$ cat src/rtl/msfsm_tick_scheduler.sv
// Round-robin scheduler for the internal tick transitions of a set of Mealy MSFSMs.
// Optional stall watchdog enabled by defining MSFSM_SCHED_WDOG_EN.
module msfsm_tick_scheduler #(
    parameter int unsigned N_TICK      = 4,
    parameter int unsigned SETTLE      = 1,
    parameter int unsigned CNT_W       = 16,
    parameter int unsigned WDOG_CYCLES = 255
) (
    input  logic              clk,
    input  logic              reset,
    input  logic              en,
    input  logic              hold,
    input  logic [N_TICK-1:0] t_req,
    input  logic [N_TICK-1:0] t_mask,
    output logic [N_TICK-1:0] t_fire,
    output logic              busy,
    output logic [CNT_W-1:0]  fire_cnt,
    output logic              stall
);

    localparam int unsigned PTR_W = (N_TICK > 1) ? $clog2(N_TICK) : 1;
    localparam int unsigned SET_W = 4;

    localparam logic [1:0] S_IDLE   = 2'd0;
    localparam logic [1:0] S_FIRE   = 2'd1;
    localparam logic [1:0] S_SETTLE = 2'd2;

    logic [1:0]        state_q, state_d;
    logic [PTR_W-1:0]  rr_ptr_q, rr_ptr_d;
    logic [PTR_W-1:0]  grant_q, grant_d;
    logic [SET_W-1:0]  settle_cnt_q, settle_cnt_d;
    logic [N_TICK-1:0] t_fire_q, t_fire_d;
    logic              busy_q, busy_d;
    logic [CNT_W-1:0]  fire_cnt_q, fire_cnt_d;

    logic [N_TICK-1:0] elig_c;
    logic              pick_found_c;
    logic [PTR_W-1:0]  pick_idx_c;

    assign elig_c = t_req & ~t_mask;

    // First eligible index at or after the pointer, searching circularly.
    function automatic logic [PTR_W:0] rr_pick(input logic [N_TICK-1:0] vec,
                                               input logic [PTR_W-1:0]  ptr);
        logic             found;
        logic [PTR_W-1:0] sel;
        logic [PTR_W-1:0] pos;
        int unsigned      idx;
        found = 1'b0;
        sel   = '0;
        for (int unsigned k = 0; k < N_TICK; k++) begin
            idx = 32'(ptr) + k;
            if (idx >= N_TICK) idx = idx - N_TICK;
            pos = PTR_W'(idx);
            if (!found && vec[pos]) begin
                found = 1'b1;
                sel   = pos;
            end
        end
        return {found, sel};
    endfunction

    assign {pick_found_c, pick_idx_c} = rr_pick(elig_c, rr_ptr_q);

    always_comb begin
        state_d      = state_q;
        rr_ptr_d     = rr_ptr_q;
        grant_d      = grant_q;
        settle_cnt_d = settle_cnt_q;
        t_fire_d     = '0;
        fire_cnt_d   = fire_cnt_q;
        case (state_q)
            S_IDLE: begin
                // Pending environment changes (hold) take priority over ticks.
                if (en && !hold && pick_found_c) begin
                    t_fire_d = N_TICK'(1) << pick_idx_c;
                    grant_d  = pick_idx_c;
                    state_d  = S_FIRE;
                end
            end
            S_FIRE: begin
                rr_ptr_d     = (32'(grant_q) == N_TICK - 1) ? '0 : grant_q + PTR_W'(1);
                fire_cnt_d   = fire_cnt_q + CNT_W'(1);
                settle_cnt_d = SET_W'(SETTLE);
                state_d      = S_SETTLE;
            end
            S_SETTLE: begin
                settle_cnt_d = settle_cnt_q - SET_W'(1);
                if (settle_cnt_q <= SET_W'(1)) state_d = S_IDLE;
            end
            default: state_d = S_IDLE;
        endcase
        busy_d = (state_d != S_IDLE);
    end

    always_ff @(posedge clk) begin
        if (reset) begin
            state_q      <= S_IDLE;
            rr_ptr_q     <= '0;
            grant_q      <= '0;
            settle_cnt_q <= '0;
            t_fire_q     <= '0;
            busy_q       <= 1'b0;
            fire_cnt_q   <= '0;
        end else begin
            state_q      <= state_d;
            rr_ptr_q     <= rr_ptr_d;
            grant_q      <= grant_d;
            settle_cnt_q <= settle_cnt_d;
            t_fire_q     <= t_fire_d;
            busy_q       <= busy_d;
            fire_cnt_q   <= fire_cnt_d;
        end
    end

    assign t_fire   = t_fire_q;
    assign busy     = busy_q;
    assign fire_cnt = fire_cnt_q;

`ifdef MSFSM_SCHED_WDOG_EN
    localparam int unsigned WD_W = $clog2(WDOG_CYCLES + 1);

    logic [WD_W-1:0] wdog_q, wdog_d;
    logic            stall_q, stall_d;

    // Counts starved idle cycles; saturates at the threshold, stall is sticky.
    always_comb begin
        wdog_d  = '0;
        stall_d = stall_q;
        if (state_q == S_IDLE && en && !hold && elig_c == '0) begin
            wdog_d = wdog_q;
            if (32'(wdog_q) < WDOG_CYCLES) wdog_d = wdog_q + WD_W'(1);
        end
        if (32'(wdog_d) >= WDOG_CYCLES) stall_d = 1'b1;
    end

    always_ff @(posedge clk) begin
        if (reset) begin
            wdog_q  <= '0;
            stall_q <= 1'b0;
        end else begin
            wdog_q  <= wdog_d;
            stall_q <= stall_d;
        end
    end

    assign stall = stall_q;
`else
    assign stall = 1'b0;
`endif

endmodule
$ cat config.mk
export PLATFORM = sky130hd
export DESIGN_NAME = msfsm_tick_scheduler
export DESIGN_NICKNAME = d
export VERILOG_FILES = /design/src/rtl/msfsm_tick_scheduler.sv
export SDC_FILE = /design/constraint.sdc
export NUM_CORES = 1
export LEC_CHECK = 0
export ABC_CLOCK_PERIOD_IN_PS = 2230
export BUFFER_PORTS_ARGS = -buffer_cell sky130_fd_sc_hd__buf_2
export CAP_MARGIN = 20
export CORE_MARGIN = 4
export CORE_UTILIZATION = 53
export DETAILED_ROUTE_END_ITERATION = 16
export PLACE_DENSITY = 0.78
export SYNTH_ARGS = -nofsm -noshare
export SYNTH_HDL_FRONTEND = slang
export SYNTH_SLANG_ARGS = --single-unit
$ cat constraint.sdc
create_clock -name clk -period 2.23 [get_ports clk]
set_clock_uncertainty 0.2 [all_clocks]
set_input_delay 0.1115 -clock clk [delete_from_list [all_inputs] [get_ports clk]]
set_output_delay 0.1115 -clock clk [all_outputs]
set_load 0.05 [all_outputs]
; After elaboration in Yosys (flattened, before gate mapping)
; Cells that the tools add are included.
[word_totals]
register_bits = 31
in_bits = 12
elab_cells = 73
[op_classes]
n_addsub = 10
order_cmp = 9
n_eq_ne = 3
shift = 1
mux = 25
bitwise = 4
n_reduce_logical = 14
[ops]
columns = operator, n
row1 = 2-to-1 mux 2 bit, 11
row2 = adder 16 x 1 -> 16 bit (second input constant), 1
row3 = < comparator 2 x 3 -> 1 bit (second input constant), 4
row4 = >= comparator 3 bit (second input constant), 3
row5 = binary-select mux 1 bit (select 2 bit), 4
row6 = 2-to-1 mux 1 bit, 8
row7 = one-hot mux 4 bit (2 select lines), 1
row8 = subtractor 2 x 1 -> 2 bit (second input constant), 4
row9 = adder 2 x 2 -> 3 bit (second input constant), 2
row10 = one-hot mux 2 bit (3 select lines), 1
row11 = logical AND 1 bit, 5
row12 = AND 4 bit, 1
row13 = equality test 2 bit (second input constant), 2
row14 = <= comparator 4 x 1 -> 1 bit (second input constant), 1
row15 = zero test 1 bit, 4
row16 = NOT 4 bit, 1
row17 = nonzero test 2 bit, 2
row18 = left shift 1 x 2 -> 4 bit (first input constant), 1
row19 = subtractor 4 x 1 -> 4 bit (second input constant), 1
row20 = adder 2 x 1 -> 3 bit (second input constant), 1
row21 = >= comparator 2 x 3 -> 1 bit (second input constant), 1
row22 = OR reduction 3 bit, 1
row23 = adder 2 x 1 -> 2 bit (second input constant), 1
row24 = equality test 2 x 1 -> 1 bit (second input constant), 1
row25 = 3 further kinds, 4

; Depth between registers and ports, before layout
; Gate-level depths: netlist (run 1).
[depth]
ltp_word = 18
depth_mapped = 7
depth_no_buf = 6

; Worst setup path before layout (run 1)
; No wires, ideal clock.
[synth_timing]
path_type = register -> register
start = reg fire_cnt_q[5] (netlist: fire_cnt[5])
end = reg fire_cnt_q[13] (netlist: fire_cnt[13])
t_arrival_ps = 1819
required_ps = 1907
path_slack_ps = 88
path_stages_with_launch = 5
n_path_buf = 0
synth_period_minus_slack_ps = 2142
cell_sequence = dfxtp_1 > nand4_1 > nor4_4 > nand3_1 > mux2_1
[synth_between]
elab_chain_len = 1
[synth_lines]
columns = element, line_no
row1 = from (decl), 34  ; logic [CNT_W-1:0] fire_cnt_q, fire_cnt_d;
row2 = from (signal assigned), 112  ; fire_cnt_q <= fire_cnt_d;
row3 = adder 16 x 1 -> 16 bit, 83  ; fire_cnt_d = fire_cnt_q + CNT_W'(1);
; Every way passes these cells.
; A chain may end at the register's enable or synchronous reset.

; Final worst setup path (run 1)
[layout_timing]
start = reg state_q[1]
end = reg fire_cnt_q[13] (netlist: fire_cnt[13])
[layout_between]
elab_chain_len = 1
[layout_lines]
columns = element, line_no
row1 = from (decl), 28  ; logic [1:0] state_q, state_d;
row2 = from (signal assigned), 106  ; state_q <= state_d;
row3 = equality test 2 x 1 -> 1 bit, 72  ; case (state_q)
; Every way passes these cells.

==> run summary, run 1 <==
Ys flop type: dfxtp_1
Post-DRT Antenna Nets: 0
Final wirelength: 2998 um
Die height: 61.49 um
Drt initial violations: 47
Drt drc: 0
Post-Route M1 WL: 1265 um
Cell taking the most area after synthesis: dfxtp_1
Worst-case clock buffer depth: 2
Clk sinks: 31
Setup TNS: 0 ns
Via density: 5.373
CTS Hold Buffers Added: 0
Total number of vias: 1268
Slew Viols, Final: 0
Post CTS Setup Buffer Count: 0
Vias in the first global route: 1192
Distinct cells, synth: 39
Syn Area/Cell: 8.868 um2
Antenna diodes: 0
Routability cong.: 0.8167
Most common cell in the netlist: dfxtp_1
Routed length on met3: 172 um
Worst path max stage delay: 0.37 ns
Worst slew pin tran: 0.5383 ns
WL/cell: 12.70 um
Fin crit period: 1.986 ns
Relative slew slack: 64.11%
Synthesized area: 1516 um2
Sw Ratio: 26.99%
Worst setup EP type: flip-flop
Pin count of the biggest net entering global routing: 34
Final nets: 226
Root buffer cell: clkbuf_4
Flip-flop and latch count after synthesis: 31
Clock-pin slew on the worst setup and hold paths: 0.09 ns
Net count after synthesis: 191
Clock latency on the worst-skew pair: 0.33 ns
Cell Int Power: 728.9 uW
Final Hold Vio Count: 0
Syn Inst Count: 171
Synth warn: 0
Fillers: 237
CTS tree: yes
Max VDD drop: 0.6569 mV
P per Cell Area: 574.4 nW/um2
Outcome: complete, no violations
Post-DP HPWL: 2274 um
RSZ-0062 raised after global routing: false
Clock buffer count from CTS: 5
Power share of the sequential group: 58.2%
Highest net fanout along the worst path: 9
Post-synth top area share: 40.92%
Leakage: 0.0007664 uW
# IOs: 34
Core area: 2734 um2
Setup violators final: 0
Clk pwr share: 28.5%
Post-synthesis sequential area ratio: 40.92%
Initial core utilization: 55.47%
Total grt overflow: 0
CP Data Required Time: 2.24 ns
Placed cell count: 230
Pre-antenna DRT Iters: 4
Initial antenna violation count: 0
MaxCap Viol Count: 0
List of most frequent post-synthesis cells: dfxtp_1 (31), nor2_1 (30), nand2b_1 (9)
Max Used Layer: met4
HP Class: in -> reg
Data arrival, critical path: 2.00 ns
Layout cells sized above 1: 21.46%
Peak Freq: 503.6 MHz
Final std cells w/o fill: 236
Switching power of the nets: 269.4 uW
Logic pwr share: 13.2%
Critical path's slowest cell: nor4_4
Die width: 61.49 um
Post-cts sizing count: 0
Crit Path Category: reg -> reg
Final period util: 89.05%
Post-synth EDFFs: 0
Die ar.: 3781 um2
Port Buf Inserts: 32
First-pass GRT wire length: 4919 um
Rows: 19
CP Launch Type: flip-flop
Synth area leaders: dfxtp_1 (41%), nor2_1 (7.4%), ha_1 (6.6%), nand2b_1 (3.7%), xnor2_1 (3.5%)
Met2 WL: 1530 um
Area Overhead vs Synth: 14.60%
Max H-tree Level: 2
Total track usage: 17.82%
Ys async rst share: 0%
Cell breakdown of the critical path: inv_1 -> ha_1 -> nand4_4 -> nor4_4 -> nand3_1 -> mux2_1
-- metal layers --
| metal | GRT usage [%] | up-vias |
|---|---|---|
| met4 | 6.364 | 0 |
| met2 | 29.15 | 25 |
| met1 | 19.90 | 584 |
| li1 | - | 655 |
| met3 | 9.015 | 4 |
| met5 | 0 | - |
-- flip-flops by register name, summed over array words and instances (netlist names) --
register / count
rr_ptr_q: 2
grant_q: 2
fire_cnt: 16
settle_cnt_q: 4
t_fire: 4
busy: 1
state_q: 2
-- cell families (layout without fill, tap and decap cells) --
logic type,after synthesis,after routing,share of synthesized area [%]
other,1,1,0.2473
AND/OR/NAND/NOR,78,78,28.22
flip-flops,31,31,40.92
XOR/XNOR,10,10,5.775
adder cells (fa/ha/maj),8,8,6.601
multiplexers,5,5,3.465
AO/OA/AOI/OAI,25,25,11.06
buffers and inverters,13,47,3.713
-- stage by stage --
stage	power [uW]	util (%)	worst slack, ns	cell area [um2]	hold slack [ns]
after CTS	1009	63.57	0.2296	1738	0.02273
after detailed placement	726.6	62.06	0.2573	1697	0.2898
after global placement	719.8	62.06	0.3465	1697	0.2734
final	998.3	63.57	0.2442	1738	0.02780
after global routing	1058	63.57	0.1330	1738	0.04769
after floorplan	692.5	-	0.08785	1516	0.1378
-- cell usage in the layout (no fill, tap or decap), types with 2 or more instances in the layout --
cell type | synthesis | routed
o31a_1 | 2 | 2
nand2_1 | 8 | 8
o21ai_0 | 6 | 6
dfxtp_1 | 31 | 31
o211ai_1 | 3 | 3
o21a_1 | 2 | 2
mux2_1 | 2 | 2
ha_1 | 8 | 8
xor2_1 | 4 | 4
nor2b_1 | 4 | 4
nor2_1 | 30 | 30
a31o_2 | 2 | 2
inv_1 | 8 | 8
xnor2_1 | 6 | 6
mux2i_1 | 3 | 3
a21oi_1 | 5 | 5
or3_1 | 2 | 2
nand2b_1 | 9 | 9
and3_1 | 2 | 2
nor3_1 | 6 | 6
buf_2 | 0 | 32
nand4_1 | 3 | 3
nand3_1 | 5 | 5
clkbuf_4 | 0 | 5
-- final cells by class --
| class | count | area, um2 | share of cell area, % |
|---|---|---|---|
| clock buffer | 6 | 41.29 | 2.376 |
| inverter | 8 | 30.03 | 1.728 |
| multi-input combinational | 127 | 839.6 | 48.31 |
| sequential | 31 | 620.6 | 35.71 |
| tap | 31 | 38.79 | 2.232 |
| timing repair buffer | 33 | 167.7 | 9.647 |
-- path summary, 6_finish.rpt --
check | startpoint | slack (ns) | endpoint | cells after the start
setup / recovery | state_q[1] | 0.24 | fire_cnt[13] | 6
hold / removal | hold | 0.03 | grant_q[0] | 4
setup reg to reg | state_q[1] | 0.24 | fire_cnt[13] | 6
hold reg to reg | grant_q[1] | 0.29 | grant_q[1] | 2
-- worst max-delay path, delay by kind of cell, from the launching register on --
kind	cells	cell delay [ns]
fa+ha+maj	1	0.22
simple gates	3	0.66
buf+inv	1	0.11
mux	1	0.33
flops	1	0.35
-- power by group through the flow --
stage	registers, uW	clock network [uW]	logic (uW)
after floorplan	612	0	80.4
after global placement	593	0	126
after detailed placement	595	0	132
after CTS	582	294	133
after global routing	584	326	147
final	581	285	132
(Power assumes the default switching activity.)
==> inputs of run 2 (changes only) <==
Settings changed: HOLD_SLACK_MARGIN from default to 0.15.
==> run summary, run 2 (synthesized netlist as in run 1, its figures left out) <==
CTS tree: yes
HP Class: in -> reg
R2r startpoint: state_q[1]
# IOs: 34
Vias in the first global route: 1302
Peak Freq: 505.2 MHz
Setup violators final: 0
Critical path buffers and inverters: 1
Pin count of the biggest net entering global routing: 34
Root buffer cell: clkbuf_4
Design Area, Final: 1848 um2
Slew Viols, Final: 0
Routability cong.: 0.8167
Antenna diodes: 0
Port Buf Inserts: 32
Setup ws final: 0.2504 ns
Leakage: 0.0008081 uW
Post CTS Setup Buffer Count: 0
Drt initial violations: 57
Min-Delay Startpoint: t_mask[3]
Worst setup EP type: flip-flop
Via density: 5.385
Crit path from: state_q[1]
Final nets: 237
Total track usage: 19.74%
P per Cell Area: 549.2 nW/um2
Pre-antenna DRT Iters: 4
Total power draw: 1015 uW
Data arrival, critical path: 1.99 ns
Clk sinks: 31
Final period util: 88.77%
Post-cts sizing count: 0
Outcome: complete, no violations
Cell breakdown of the critical path: inv_1 -> ha_1 -> nand4_4 -> nor4_4 -> nand3_1 -> mux2_1
Worst path max stage delay: 0.37 ns
Commonest non-fill, non-tap cell in the layout: buf_2
Post-DP HPWL: 2274 um
Final wirelength: 3324 um
Clock-pin slew on the worst setup and hold paths: 0.09 ns
Total number of vias: 1330
MaxCap Viol Count: 0
Clock buffer count from CTS: 5
Setup WS pre-CTS: 0.2573 ns
Worst-case clock buffer depth: 2
Post-place instance area: 1697 um2
Total grt overflow: 0
First-pass GRT wire length: 5423 um
Area Overhead vs Synth: 21.86%
Drt drc: 0
Setup TNS: 0 ns
CP Launch Type: flip-flop
Most frequent cells in the layout: buf_2 (32), dfxtp_1 (31), nor2_1 (30)
Rows: 19
Post-DRT Antenna Nets: 0
Die width: 61.49 um
Clock latency on the worst-skew pair: 0.33 ns
Max VDD drop: 0.6553 mV
Final Hold Vio Count: 0
WL/cell: 13.46 um
Cell family with most CP delay: simple AND/OR/NAND/NOR gates
Fin crit period: 1.980 ns
Core area: 2734 um2
Die ar.: 3781 um2
CP Data Required Time: 2.24 ns
Relative slew slack: 63.67%
RSZ-0062 raised after global routing: false
Critical path's slowest cell: nor4_4
Final Core Density: 67.60%
Initial antenna violation count: 0
Highest net fanout along the worst path: 9
Crit Path Category: reg -> reg
Die height: 61.49 um
Worst slew pin tran: 0.5449 ns
Max reg flops: 16
Initial core utilization: 55.47%
Layout cells sized above 1: 20.37%
Max H-tree Level: 2
-- run 2: cell count changes in the layout (fill, tap and decap cells not counted), sizes merged --
cell	previous run	this run
dlygate4sd3	0	11
-- run 2: layout make-up --
cell class	instances	area [um2]
fill	224	885.9
multi-input combinational	127	839.6
tap	31	38.79
inverter	8	30.03
clock buffer	6	41.29
timing repair buffer	44	277.8
sequential	31	620.6
-- run 2: metrics by stage --
step                instances  hold WS, ns
global placement          230       0.2734
global route              247       0.1898
CTS                       248       0.1666
finish                    247       0.1564
detailed placement        230       0.2898
floorplan                 171       0.1378
-- run 2: per-layer routing --
| metal | GRT usage (%) | share of wire [%] |
|---|---|---|
| met1 | 21.04 | 42 |
| met2 | 32.59 | 51 |
| met3 | 9.434 | 4.4 |
| met4 | 9.697 | 2.6 |
| met5 | 0 | 0 |
-- run 2: path summary, 6_finish.rpt --
kind                                endpoint  slack (ns)  depth (start not counted)
worst max register to register  fire_cnt[13]        0.25                          6
worst min-delay path              grant_q[0]        0.16                          4
worst max-delay path            fire_cnt[13]        0.25                          6
worst min register to register    grant_q[1]        0.30                          2
-- run 2: timing repair --
action / CTS / global route
hold endpoints to repair: 27 / 0
setup endpoints to repair: 0 / 3
hold buffers: 12 / 0
-- run 2: report_power, final --
part | switching [uW] | total [uW] | internal [uW]
clock network | 172 | 284 | 112
logic | 87.6 | 150 | 62.0
registers | 13.9 | 582 | 568
-- run 2: worst min-delay path: stages --
cell,delay [ns]
buf_2,0.07
nand2b_1,0.12
a41oi_1,0.20
o22ai_1,0.12
==> inputs of run 3 (changes only) <==
Settings changed: CORE_ASPECT_RATIO from default to 2, PLACE_DENSITY 0.78 to default, PLACE_DENSITY_LB_ADDON from default to 0.2.
==> run summary, run 3 (synthesized netlist as in run 1, its figures left out) <==
Vias in the first global route: 1348
Critical path's most frequent cell: nor2_1
Max H-tree Level: 2
R2R Setup Slk: 0.20 ns
RSZ-0062 raised after global routing: false
Clock-pin slew on the worst setup and hold paths: 0.06 ns
Relative slew slack: 63.72%
Slew Viols, Final: 0
Final wirelength: 3203 um
Fillers: 233
Final std cells w/o fill: 240
CP Launch Type: flip-flop
Most frequent cells in the layout: buf_2 (32), dfxtp_1 (31), nor2_1 (30)
HP Class: in -> reg
Multi-input gate area: 839.6 um2
Fin crit period: 2.031 ns
MaxCap Viol Count: 0
Outcome: complete, no violations
Global routing's busiest layer: met2
Clock buffer count from CTS: 5
Layout cells sized above 1: 20.85%
Post-DRT Antenna Nets: 0
Worst-case reg-to-reg path depth: 7
Worst path max stage delay: 0.61 ns
Critical R2R Capture: t_fire[2]
Worst slew pin tran: 0.5443 ns
Total track usage: 19.23%
Post CTS Setup Buffer Count: 0
Min-Delay Startpoint: t_mask[2]
Setup TNS: 0 ns
Critical path's slowest cell: dlygate4sd3_1
Hold path cells: 5
Core area: 2736 um2
WL/cell: 13.35 um
Total number of vias: 1319
CP Data Required Time: 2.20 ns
Final Hold Vio Count: 0
R2r startpoint: state_q[0]
Leakage: 0.0008017 uW
Drt drc: 0
Die height: 83.65 um
Max VDD drop: 0.4661 mV
Met3 Use GR: 3.240%
Post-DP HPWL: 2343 um
Root buffer cell: clkbuf_8
Cell breakdown of the critical path: inv_1 -> ha_1 -> nand3b_1 -> nor2_1 -> o211ai_1 -> dlygate4sd3_1 -> nor2_1
Die ar.: 3833 um2
Initial antenna violation count: 0
Rows: 27
# IOs: 34
Drt initial violations: 23
FF/Latch Area: 620.6 um2
Die width: 45.83 um
Highest net fanout along the worst path: 5
Port Buf Inserts: 32
Setup violators final: 0
Total grt overflow: 0
Final period util: 91.07%
Crit Path Category: reg -> reg
Worst setup EP type: flip-flop
Pre-antenna DRT Iters: 4
Clk sinks: 31
Worst-case clock buffer depth: 2
Met1 Use GR: 20.94%
Final nets: 232
Area Overhead vs Synth: 20.46%
Routability cong.: 0.8434
Setup WS pre-CTS: 0.2380 ns
CTS tree: yes
First-pass GRT wire length: 5644 um
Post-cts sizing count: 0
Peak Freq: 492.4 MHz
Max reg flops: 16
Via density: 5.496
Fin Hold WS: 0.1947 ns
Clock latency on the worst-skew pair: 0.27 ns
Pin count of the biggest net entering global routing: 34
Commonest non-fill, non-tap cell in the layout: buf_2
GR Layer Usage met2: 32.61%
Total power draw: 1121 uW
Initial core utilization: 55.42%
Data arrival, critical path: 2.00 ns
Antenna diodes: 0
Worst min-delay path endpoint: grant_q[1]
Setup ws final: 0.1992 ns
P per Cell Area: 613.7 nW/um2
Placed cell count: 228
## run 3: cell count changes in the layout (fill, tap and decap cells not counted)
cell,before,now
clkbuf_8,0,5
dlygate4sd3_1,11,6
clkbuf_4,5,0
## run 3: power by group
group          internal (uW)  switching [uW]
Clock                    208             190
Sequential               569            13.3
Combinational           55.4            86.3
Total                    831             290
## run 3: final cells by class
cell class | count | share of cell area (%)
multi-input combinational | 127 | 45.96
sequential | 31 | 33.97
timing repair buffer | 39 | 12.47
clock buffer | 6 | 3.973
tap | 29 | 1.986
inverter | 8 | 1.644
## run 3: stage by stage
stage          cell area [um2]  util [%]
2_1_floorplan             1516         -
3_3_place_gp              1694     61.91
3_5_place_dp              1694     61.91
4_1_cts                   1837     67.12
5_1_grt                   1827     66.76
6_report                  1827     66.76
## run 3: what timing repair did
item                                   4_1_cts  5_1_grt
endpoints found under the hold margin       25        0
hold buffers                                 7        0
setup endpoints to repair                    0        3
## run 3: how the worst max path moves through the flow
stage	start	end	slack [ns]	cells past startpoint
after floorplan	fire_cnt[5]	fire_cnt[13]	0.09	4
after global placement	state_q[1]	fire_cnt[15]	0.34	6
after detailed placement	state_q[1]	fire_cnt[15]	0.24	6
after CTS	state_q[0]	t_fire[1]	0.08	7
after global routing	reset	t_fire[2]	0.06	6
final	state_q[0]	t_fire[2]	0.20	7
## run 3: per-layer routing
layer  wire (um)  vias to the layer above  part of all wire (%)
met2        1804                       21                    56
met3         106                        9                   3.3
met1        1216                      622                    38
li1            -                      667                     -
met4          76                        0                   2.4
met5           0                        -                     0
## run 3: worst max-delay path, delay by kind of cell (launching register included)
family / cells / cell delay (ns)
buffers and inverters: 2 / 0.72
DFF: 1 / 0.41
adders and majority gates: 1 / 0.24
and+or+nand+nor: 3 / 0.22
AOI/OAI and AO/OA: 1 / 0.14
